### config.mk
export PLATFORM = sky130hd
export DESIGN_NAME = dsp_mac_sequencer
export DESIGN_NICKNAME = d
export VERILOG_FILES = /design/src/rtl/dsp_mac_sequencer.sv
export SDC_FILE = /design/constraint.sdc
export NUM_CORES = 1
export LEC_CHECK = 0
export BUFFER_PORTS_ARGS = -buffer_cell sky130_fd_sc_hd__buf_2
export CORE_ASPECT_RATIO = 0.8
export CORE_MARGIN = 1
export CORE_UTILIZATION = 40
export CTS_CLUSTER_DIAMETER = 40
export DETAILED_ROUTE_END_ITERATION = 10
export PLACE_DENSITY = 0.72
export REMOVE_ABC_BUFFERS = 1
export SYNTH_ARGS = -nofsm -noshare
export SYNTH_HDL_FRONTEND = slang
export SYNTH_SLANG_ARGS = --single-unit
export TNS_END_PERCENT = 30
### constraint.sdc
create_clock -name CLK -period 1.8 [get_ports CLK]
set_input_delay 0.18 -clock CLK [delete_from_list [all_inputs] [get_ports CLK]]
set_output_delay 0.18 -clock CLK [all_outputs]
set_load 0.01 [all_outputs]
### src/rtl/dsp_mac_sequencer.sv
// Sequences one DSP48A1 slice as a multiply-accumulate engine over a valid/ready
// operand stream, aligning OPMODE with the slice pipeline and capturing the final P.
module dsp_mac_sequencer #(
   parameter int unsigned CNT_W   = 8,
   parameter int unsigned OPM_DLY = 1,
   parameter int unsigned P_LAT   = 3
) (
   input  logic             CLK,
   input  logic             RSTN,
   input  logic             START,
   input  logic [CNT_W-1:0] LEN,
   output logic             BUSY,
   input  logic             IN_VALID,
   output logic             IN_READY,
   input  logic [17:0]      IN_A,
   input  logic [17:0]      IN_B,
   output logic [17:0]      DSP_A,
   output logic [17:0]      DSP_B,
   output logic             DSP_CEA,
   output logic             DSP_CEB,
   output logic             DSP_CEP,
   output logic [7:0]       DSP_OPMODE,
   input  logic [47:0]      P_IN,
   output logic [47:0]      RES,
   output logic             RES_VALID
);

   localparam int unsigned OPM_W = 8;
   localparam int unsigned P_W   = 48;
   localparam int unsigned DRN_W = (P_LAT < 2) ? 1 : $clog2(P_LAT + 1);

   localparam logic [OPM_W-1:0] OPM_FIRST = 8'h01;
   localparam logic [OPM_W-1:0] OPM_ACC   = 8'h09;
   localparam logic [OPM_W-1:0] OPM_HOLD  = 8'h08;

   typedef enum logic [1:0] {
      S_IDLE  = 2'd0,
      S_RUN   = 2'd1,
      S_DRAIN = 2'd2
   } state_t;

   state_t                        state_q, state_d;
   logic [CNT_W-1:0]              len_q, len_d;
   logic [CNT_W-1:0]              count_q, count_d;
   logic [DRN_W-1:0]              drain_q, drain_d;
   logic [P_W-1:0]                res_q, res_d;
   logic                          res_valid_q, res_valid_d;
   logic                          busy_q, busy_d;
   logic                          in_ready_q, in_ready_d;
   logic [OPM_DLY-1:0][OPM_W-1:0] opm_q, opm_d;

   logic                          accept_c;
   logic [OPM_W-1:0]              opm_in_c;
   logic [CNT_W-1:0]              count_inc_c;

   assign accept_c    = IN_VALID & in_ready_q;
   assign count_inc_c = CNT_W'(count_q + 1'b1);

   // Next-state, counters, result capture and OPMODE pipe
   always_comb begin
      state_d     = state_q;
      len_d       = len_q;
      count_d     = count_q;
      drain_d     = drain_q;
      res_d       = res_q;
      res_valid_d = 1'b0;
      opm_in_c    = OPM_HOLD;

      if (accept_c) begin
         opm_in_c = (count_q == '0) ? OPM_FIRST : OPM_ACC;
      end

      case (state_q)
         S_IDLE: begin
            if (START) begin
               if (LEN != '0) begin
                  len_d   = LEN;
                  count_d = '0;
                  state_d = S_RUN;
               end else begin
                  res_d       = '0;
                  res_valid_d = 1'b1;
               end
            end
         end
         S_RUN: begin
            if (accept_c) begin
               count_d = count_inc_c;
               if (count_inc_c == len_q) begin
                  drain_d = DRN_W'(1);
                  state_d = S_DRAIN;
               end
            end
         end
         S_DRAIN: begin
            drain_d = DRN_W'(drain_q + 1'b1);
            // P reflects the last product P_LAT edges after its accept edge
            if (drain_q == DRN_W'(P_LAT)) begin
               res_d       = P_IN;
               res_valid_d = 1'b1;
               state_d     = S_IDLE;
            end
         end
         default: begin
            state_d = S_IDLE;
         end
      endcase

      busy_d     = (state_d != S_IDLE);
      in_ready_d = (state_d == S_RUN);

      opm_d    = opm_q;
      opm_d[0] = opm_in_c;
      for (int i = 1; i < int'(OPM_DLY); i++) begin
         opm_d[i] = opm_q[i-1];
      end
   end

   always_ff @(posedge CLK or negedge RSTN) begin
      if (!RSTN) begin
         state_q     <= S_IDLE;
         len_q       <= '0;
         count_q     <= '0;
         drain_q     <= '0;
         res_q       <= '0;
         res_valid_q <= 1'b0;
         busy_q      <= 1'b0;
         in_ready_q  <= 1'b0;
         opm_q       <= {OPM_DLY{OPM_HOLD}};
      end else begin
         state_q     <= state_d;
         len_q       <= len_d;
         count_q     <= count_d;
         drain_q     <= drain_d;
         res_q       <= res_d;
         res_valid_q <= res_valid_d;
         busy_q      <= busy_d;
         in_ready_q  <= in_ready_d;
         opm_q       <= opm_d;
      end
   end

   assign BUSY       = busy_q;
   assign IN_READY   = in_ready_q;
   assign DSP_A      = IN_A;
   assign DSP_B      = IN_B;
   assign DSP_CEA    = accept_c;
   assign DSP_CEB    = accept_c;
   assign DSP_CEP    = busy_q;
   assign DSP_OPMODE = opm_q[OPM_DLY-1];
   assign RES        = res_q;
   assign RES_VALID  = res_valid_q;

endmodule

==> results of run 1 <==
==> cell families after synthesis <==
| group | synth area share (%) |
|---|---|
| buffers and inverters | 12.7 |
| and+or+nand+nor | 23.3 |
| muxes | 2.55 |
| AOI/OAI and AO/OA | 5.00 |
| other | 0.106 |
| adders and majority gates | 1.06 |
| DFF | 51.8 |
| xor gates and xnor gates | 3.47 |
==> cells in the final DEF, fill, tap and decap left out, types with 2 or more instances in the layout <==
| cell type | instances |
|---|---|
| a21oi_1 | 3 |
| a31oi_1 | 2 |
| and2_1 | 2 |
| and3_1 | 2 |
| buf_12 | 2 |
| buf_2 | 114 |
| buf_4 | 14 |
| clkbuf_1 | 3 |
| clkbuf_8 | 9 |
| clkinv_2 | 3 |
| conb_1 | 6 |
| dfrtp_1 | 71 |
| inv_1 | 3 |
| inv_2 | 2 |
| mux2_2 | 8 |
| nand2_1 | 106 |
| nand2b_1 | 3 |
| nand3_1 | 52 |
| nand4_1 | 2 |
| nor2_1 | 4 |
| nor3_1 | 3 |
| nor4_4 | 2 |
| o21ai_0 | 5 |
| o21ba_2 | 2 |
| o21bai_1 | 2 |
| o31ai_1 | 2 |
| xnor2_1 | 11 |
| xor2_1 | 2 |
==> worst max-delay path by stage <==
stage | start | cells past startpoint | slack [ns] | endpoint
after floorplan | state_q[1] | 3 | -1.03 | drain_q[1]
after global placement | count_q[0] | 6 | 0.02 | drain_q[1]
after detailed placement | count_q[0] | 6 | -0.04 | drain_q[1]
after CTS | count_q[1] | 6 | 0.0002 | drain_q[1]
after global routing | count_q[1] | 6 | -0.02 | IN_READY
final | count_q[1] | 6 | 0.06 | IN_READY
==> routing by layer <==
metal  up-vias  wire, um  global-route usage [%]
met3         9      1110                    12.8
met2       149      3890                    27.5
met1      1321      4180                    27.7
met5         -         0                    3.30
li1       1336         -                       -
met4         0       108                    6.48
==> Yosys cell counts, types with 4 or more instances <==
cell      count  share of area [%]
nand2_1     106                 11
dfrtp_1      72                 51
nand3_1      53                7.5
buf_4        44                9.4
buf_2        11                1.6
xnor2_1      11                2.7
mux2_2        8                2.6
clkbuf_1      6               0.64
o21ai_0       6               0.85
inv_1         4               0.43
nor2_1        4               0.43
==> flip-flops by register name, indices dropped and copies added (netlist names) <==
signal / cells
DSP_OPMODE: 2
BUSY: 1
drain_q: 2
len_q: 8
RES_VALID: 1
state_q: 2
IN_READY: 1
RES: 48
count_q: 8
==> worst min-delay path, delay by kind of cell <==
family	cells	cell delay, ns
buffers and inverters	1	0.08
AND/OR/NAND/NOR	2	0.11
==> power groups by stage <==
| stage | Combinational [W] | Clock (W) | Sequential [W] |
|---|---|---|---|
| after floorplan | 0.000610 | 0 | 0.00208 |
| after global placement | 0.000969 | 0 | 0.00210 |
| after detailed placement | 0.00100 | 0 | 0.00212 |
| after CTS | 0.00105 | 0.00112 | 0.00208 |
| after global routing | 0.00129 | 0.00120 | 0.00211 |
| final | 0.00116 | 0.00108 | 0.00209 |
==> through the flow <==
step / worst slack (ns) / instances / cell area (um^2) / utilization [%]
6_report: 0.0606 / 573 / 4200 / 49.3
5_1_grt: -0.0247 / 573 / 4200 / 49.3
4_1_cts: 0.000154 / 573 / 4150 / 48.7
3_5_place_dp: -0.0373 / 554 / 3970 / 46.6
3_3_place_gp: 0.0162 / 554 / 3970 / 46.6
2_1_floorplan: -1.03 / 314 / 3120 / -
==> layout make-up <==
class / count / area (um^2)
clock inverters: 4 / 22.5
fillers: 801 / 4320
well taps: 112 / 140
inverters: 5 / 18.8
clock buffers: 12 / 135
multi-input cells: 236 / 1330
repair buffers: 131 / 726
flip-flops and latches: 73 / 1830
==> repair_timing <==
item / CTS / global route
setup buffers: 2 / 0
hold buffers: 1 / 0
endpoints found under the hold margin: 27 / 0
endpoints found under the setup margin: 4 / 5
resized for setup: 0 / 9
pin swaps: 1 / 5
==> impl_metrics.toml, run 1 <==
[global_route]
grt_overflow_total = 0
grt_max_degree = 47
track_usage_pct = 20.9
first_global_vias = 2714
antenna_found_initial = 0
grt_pass1_wl_um = 14400

[pwr]
switchingPower_w = 0.00138
power_leakage_nw = 2.29
pwr-share-clk_pct = 24.9
ir_drop_mv = 0.401
cellPowerDensity_mw_per_mm2 = 1030
seqPwrFrac_pct = 48.3
sw_frac_of_total_pct = 31.9
power_w = 0.00434
intPower_w = 0.00295
p_comb_share_pct = 26.8

[layout]
drive_gt1_share_pct = 36.4
finalNetCount = 555
antenna_cells = 0
area_delta_synth_final_pct = 18.9

[logic_synthesis]
syn_area_mm2 = 0.00353
netlist_instances = 372
synth-seq-cells = 73
ys.flop_type = "dfrtp_1"
ys.warnings.count = 0
synth_edf_count = 0
syn_area_per_cell_um2 = 9.49
ys_seq_area_share_pct = 51.8
ys_types = 39
async_reset_ff_share_pct = 100

[clocking]
root_buffer = "clkbuf_8"
cts_made_buffers = 9
htreeDepth = 3
clkLatencyLatePin_ns = 0.34
cts_tree = "built"
clock_path_buffers = 2
path_clk_slew_ns = 0.08
cts_sinks = 73

[detailed_routing]
drtPass1Iterations = 4
drtAntennaViolNets = 0
viasPerCell = 4.91
routed_wl_um = 9280
drt_iter0_drc = 159
wire_per_inst_um = 16.2
dr_total_vias = 2815
drc_errors = 0

[hold_path]
hp-class = "primary input to register"
min_from = "P_IN[42]"
hold_end = "RES[42]"
holdPathStages = 3

[worst_setup_path]
reg2reg_slack_ns = 0.06
endpoint_kind = "register"
worst_setup_path_start_kind = "register"
rr_worst_depth = 6
arrival_ns = 1.97
critPathTopFamily = "compound AO/OA/AOI/OAI gates"
cp_slowest_cell = "dfrtp_1"
cpPeakStageDelay_ns = 0.40
crit_chain = "ha_2, buf_4, nand4_1, xnor2_1, o2111ai_2, o21ba_2"
cp.required_ns = 2.03
path_buf_inv = 1
worstReg2RegEnd = "IN_READY"
timing.rr.start = "count_q[1]"
crit_fanout = 5
crit_type = "register to register"

[run_status]
status = "complete, no violations"

[place]
gp_congestion = 0.810
portBuffers = 115
hpwl_um = 6740

[floorplanning]
coreArea_mm2 = 0.00852
ios = 194
rows = 30
dieWidth_um = 107
start_util_pct = 41.4
dieArea_mm2 = 0.00921
die_y_um = 86.0

[timing]
setup_tns_ns = 0
hold_slack_ns = 0.0566
finalHoldViolations = 0
final_max_slew_viol_count = 0
fin_skew_ns = 0.0101
timing.final.crit_share_pct = 96.6
max_clock_freq_ghz = 0.575
setup_viol = 0
min_period_ns = 1.74

[job]
maxCapViolations = 0
Note: power is estimated with default switching activity, not from simulation.
==> run 2, diff against run 1 <==
--- a/config.mk
+++ b/config.mk
@@ -8,10 +8,10 @@
 export BUFFER_PORTS_ARGS = -buffer_cell sky130_fd_sc_hd__buf_2
 export CORE_ASPECT_RATIO = 0.8
 export CORE_MARGIN = 1
-export CORE_UTILIZATION = 40
+export CORE_UTILIZATION = 45
 export CTS_CLUSTER_DIAMETER = 40
 export DETAILED_ROUTE_END_ITERATION = 10
-export PLACE_DENSITY = 0.72
+export PLACE_DENSITY = 0.77
 export REMOVE_ABC_BUFFERS = 1
 export SYNTH_ARGS = -nofsm -noshare
 export SYNTH_HDL_FRONTEND = slang
==> constraint.sdc (replaced) <==
create_clock -name CLK -period 2 [get_ports CLK]
set_input_delay 0.2 -clock CLK [delete_from_list [all_inputs] [get_ports CLK]]
set_output_delay 0.2 -clock CLK [all_outputs]
set_load 0.01 [all_outputs]
==> impl_metrics.toml, run 2 (synthesized netlist as in run 1, its figures left out) <==
[clocking]
cts_made_buffers = 9
path_clk_slew_ns = 0.07
cts_tree = "built"
htreeDepth = 3
clkLatencyLatePin_ns = 0.34
post_cts_buffers = 0
root_buffer = "clkbuf_8"
cts_sinks = 73
clock_path_buffers = 2

[global_route]
track_usage_pct = 22.4
grt_pass1_wl_um = 13200
antenna_found_initial = 0
first_global_vias = 2437
grt_overflow_total = 0
grt_max_degree = 46

[timing]
setup_viol = 0
finalHoldViolations = 0
hold_slack_ns = 0.0747
timing.final.crit_share_pct = 91.8
max_clock_freq_ghz = 0.545
final_max_slew_viol_count = 0
grt_setup_unrepaired = "false"
min_period_ns = 1.84
worst_slack_ns = 0.165
fin_skew_ns = 0.00498

[detailed_routing]
drt-met1-wl_um = 3900
drtAntennaViolNets = 0
viasPerCell = 5.04
drtPass1Iterations = 4
highest_layer = "met5"
drt_iter0_drc = 173
met2_length_um = 3490
drc_errors = 0
met3_length_um = 1300
dr_total_vias = 2816
wire_per_inst_um = 15.9
routed_wl_um = 8890

[worst_setup_path]
cp_slowest_cell = "dfrtp_2"
crit_type = "register to register"
crit_chain = "inv_1, ha_1, xor2_1, a2111oi_2, nand3_1, o21a_1"
path_buf_inv = 1
endpoint_kind = "register"
arrival_ns = 2.07
worst_setup_path_start_kind = "register"
cpPeakStageDelay_ns = 0.41
cp.required_ns = 2.23
crit_fanout = 5
critPathTopFamily = "compound AO/OA/AOI/OAI gates"

[floorplanning]
rows = 28
start_util_pct = 47.1
coreArea_mm2 = 0.00750
dieArea_mm2 = 0.00821
ios = 194
dieWidth_um = 101
die_y_um = 81.2

[job]
maxCapViolations = 0

[pwr]
power_leakage_nw = 2.28
ir_drop_mv = 0.454
cellPowerDensity_mw_per_mm2 = 938

[place]
place_ws_ns = 0.0463
hpwl_um = 6510
portBuffers = 115
gp_congestion = 0.898

[hold_path]
hp-class = "primary input to register"

[layout]
antenna_cells = 0
largest_reg_flops = 48
drive_gt1_share_pct = 34.6
area_delta_synth_final_pct = 17.2
final_common_cell = "buf_2"
finalNetCount = 549
layout_common_cells = "buf_2 (114), nand2_1 (106), dfrtp_1 (71), nand3_1 (53)"

[run_status]
status = "complete, no violations"
## run 2: cell count changes in the layout (fill, tap and decap cells not counted), sizes merged
cell / delta
clkinvlp: -1
clkinv: -1
bufinv: +1
buf: -6
## run 2: what timing repair did
| item | CTS | global route |
|---|---|---|
| hold buffers | 1 | 0 |
| setup endpoints to repair | 0 | 5 |
| gates resized for setup | 0 | 3 |
| endpoints found under the hold margin | 28 | 0 |
## run 2: worst paths after layout
| kind | from | to | slack (ns) | cells after the start |
|---|---|---|---|---|
| max | count_q[0] | drain_q[1] | 0.16 | 6 |
| min | P_IN[24] | RES[24] | 0.07 | 3 |
| max reg2reg | count_q[0] | drain_q[1] | 0.16 | 6 |
| min reg2reg | RES[32] | RES[32] | 0.46 | 2 |
| max in group asynchronous | RSTN | DSP_OPMODE[3] | 1.08 | 3 |
| min in group asynchronous | RSTN | count_q[6] | 0.32 | 2 |
## run 2: report_power, final
group	switching, W	internal [W]
sequential	0.000191	0.00168
clock	0.000509	0.000634
combinational	0.000425	0.000436
total	0.00113	0.00275
## run 2: cell type report
type / count / area, um^2
Sequential cell: 73 / 1830
Timing Repair Buffer: 125 / 681
Clock inverter: 3 / 40.0
Inverter: 5 / 18.8
Multi-Input combinational cell: 236 / 1280
Tap cell: 105 / 131
Clock buffer: 12 / 155
Fill cell: 709 / 3360
## run 2: through the flow
step	utilization (%)	TNS [ns]	power (W)	instances	area, um^2
after detailed placement	52.4	0	0.00275	543	3930
after CTS	55.1	0	0.00392	559	4130
after global routing	55.2	0	0.00411	559	4140
after floorplan	-	-28.25	0.00242	314	3120
final	55.2	0	0.00388	559	4140
after global placement	52.4	0	0.00272	543	3930
## run 2: per-layer routing
| layer | track usage [%] | vias to the layer above |
|---|---|---|
| li1 | - | 1331 |
| met1 | 29.2 | 1318 |
| met2 | 27.7 | 154 |
| met3 | 16.2 | 11 |
| met4 | 6.23 | 2 |
| met5 | 10.9 | - |
## run 2: worst reg2reg max path, delay by kind of cell (launching register included)
family / cells / cell delay (ns)
adders and majority gates: 1 / 0.32
DFF: 1 / 0.41
and+or+nand+nor: 1 / 0.18
buffers and inverters: 1 / 0.08
AOI/OAI and AO/OA: 2 / 0.59
xor gates and xnor gates: 1 / 0.16
==> run 3, diff against run 2 <==
--- a/config.mk
+++ b/config.mk
@@ -11,8 +11,9 @@
 export CORE_UTILIZATION = 45
 export CTS_CLUSTER_DIAMETER = 40
 export DETAILED_ROUTE_END_ITERATION = 10
-export PLACE_DENSITY = 0.77
+export PLACE_DENSITY = 0.82
 export REMOVE_ABC_BUFFERS = 1
+export SETUP_SLACK_MARGIN = 0.4
 export SYNTH_ARGS = -nofsm -noshare
 export SYNTH_HDL_FRONTEND = slang
 export SYNTH_SLANG_ARGS = --single-unit
==> impl_metrics.toml, run 3 (synthesized netlist as in run 1, its figures left out) <==
[place]
gp_congestion = 0.911
place_ws_ns = 0.140
placed_area_mm2 = 0.00393
hpwl_um = 6820
portBuffers = 115

[timing]
grt_setup_unrepaired = "true"
setup_viol = 0
final_max_slew_viol_count = 0
min_period_ns = 1.77
fin_skew_ns = 0.00880
finalHoldViolations = 0
max_clock_freq_ghz = 0.566
timing.final.crit_share_pct = 88.3
worst_slack_ns = 0.233

[floorplanning]
coreArea_mm2 = 0.00750
dieWidth_um = 101
start_util_pct = 47.1
dieArea_mm2 = 0.00821
die_y_um = 81.2
ios = 194
rows = 28

[worst_setup_path]
worstReg2RegEnd = "IN_READY"
rr_worst_depth = 6
arrival_ns = 1.99
crit_fanout = 5
endpoint_kind = "register"
timing.rr.start = "count_q[1]"
reg2reg_slack_ns = 0.23
cp.required_ns = 2.22
crit_type = "register to register"
worst_setup_path_start_kind = "register"

[layout]
multi_input_area_mm2 = 0.00137
layout_common_cells = "buf_2 (114), nand2_1 (106), dfrtp_1 (71), nand3_1 (51), buf_4 (14)"
final_common_cell = "buf_2"
area_delta_synth_final_pct = 20.0
fin_util_pct = 56.5
stdcell_area_mm2 = 0.00424
largest_reg_flops = 48
antenna_cells = 0
seqCellArea_mm2 = 0.00183
finalNetCount = 556
drive_gt1_share_pct = 37.0
fill_cells = 692

[clocking]
clkLatencyLatePin_ns = 0.33
cts_sinks = 73
cts_made_buffers = 9
cts_tree = "built"
clock_path_buffers = 2
path_clk_slew_ns = 0.07
htreeDepth = 3
root_buffer = "clkbuf_8"

[hold_path]
holdPathStages = 3
min_from = "P_IN[37]"
hold_end = "RES[37]"
hp-class = "primary input to register"

[pwr]
switchingPower_w = 0.00125
power_leakage_nw = 2.32
intPower_w = 0.00272
seqPwrFrac_pct = 47.5
pwr-share-clk_pct = 23.8
sw_frac_of_total_pct = 31.4
cellPowerDensity_mw_per_mm2 = 936
ir_drop_mv = 0.499
p_comb_share_pct = 28.8

[global_route]
antenna_found_initial = 0
grt_max_degree = 50
grt_overflow_total = 0
first_global_vias = 2655
grt_pass1_wl_um = 14400
track_usage_pct = 23.9

[detailed_routing]
drtAntennaViolNets = 0
drtPass1Iterations = 4
viasPerCell = 5.03
wire_per_inst_um = 16.8
dr_total_vias = 2852
drc_errors = 0
drt_iter0_drc = 164
routed_wl_um = 9540

[run_status]
status = "complete, no violations"

[job]
maxCapViolations = 0
==> run 3: cell count changes in the layout (fill, tap and decap cells not counted), sizes merged <==
cell    previous run  this run
clkinv             2         4
bufinv             1         0
buf              124       131
==> run 3: cell type report <==
type / instances / area share [%]
sequential: 73 / 43.2
multi-input combinational: 236 / 32.2
timing repair buffer: 132 / 17.4
clock buffer: 12 / 3.19
tap: 105 / 3.10
clock inverter: 4 / 0.473
inverter: 5 / 0.443
==> run 3: worst max-delay path, stage by stage (launching register included) <==
cell	delay [ns]
dfrtp_1	0.41
ha_2	0.23
buf_6	0.13
nand4_1	0.15
xnor2_1	0.26
o2111ai_2	0.23
o21ba_2	0.25
==> run 3: timing repair <==
| action | CTS | global route |
|---|---|---|
| pin swaps | 4 | 9 |
| setup endpoints to repair | 5 | 53 |
| hold buffers | 1 | 0 |
| resized for setup | 4 | 9 |
| hold endpoints to repair | 31 | 0 |
| buffers inserted | 5 | 2 |
==> run 3: power by group through the flow <==
stage                     sequential (W)  clock (W)  combinational [W]
after floorplan                  0.00187          0           0.000549
after CTS                        0.00186   0.000993           0.000960
after global routing             0.00190    0.00104            0.00126
after global placement           0.00189          0           0.000845
after detailed placement         0.00189          0           0.000866
final                            0.00188   0.000942            0.00114
==> run 3: how the worst max path moves through the flow <==
stage,start,endpoint,slack (ns),depth (start not counted)
2_1_floorplan,state_q[1],drain_q[1],-0.83,3
3_3_place_gp,count_q[0],drain_q[1],0.16,6
3_5_place_dp,count_q[0],drain_q[1],0.14,6
4_1_cts,count_q[1],drain_q[1],0.23,6
5_1_grt,count_q[1],state_q[0],0.14,6
6_report,count_q[1],IN_READY,0.23,6
==> run 3: layer usage <==
layer / global-route usage [%] / vias up / share of wire [%]
li1: - / 1339 / -
met2: 32.5 / 161 / 43
met1: 30.4 / 1335 / 43
met5: 9.62 / - / 0.95
met3: 15.1 / 13 / 12
met4: 6.81 / 4 / 1.2
==> run 3: through the flow <==
step,hold slack [ns],setup TNS [ns],total power (W),instances
after floorplan,-0.0956,-28.25,0.00242,314
after global placement,0.163,0,0.00273,543
after detailed placement,0.166,0,0.00276,543
after CTS,0.0602,0,0.00382,565
after global routing,0.0707,0,0.00420,567
final,0.0839,0,0.00397,567
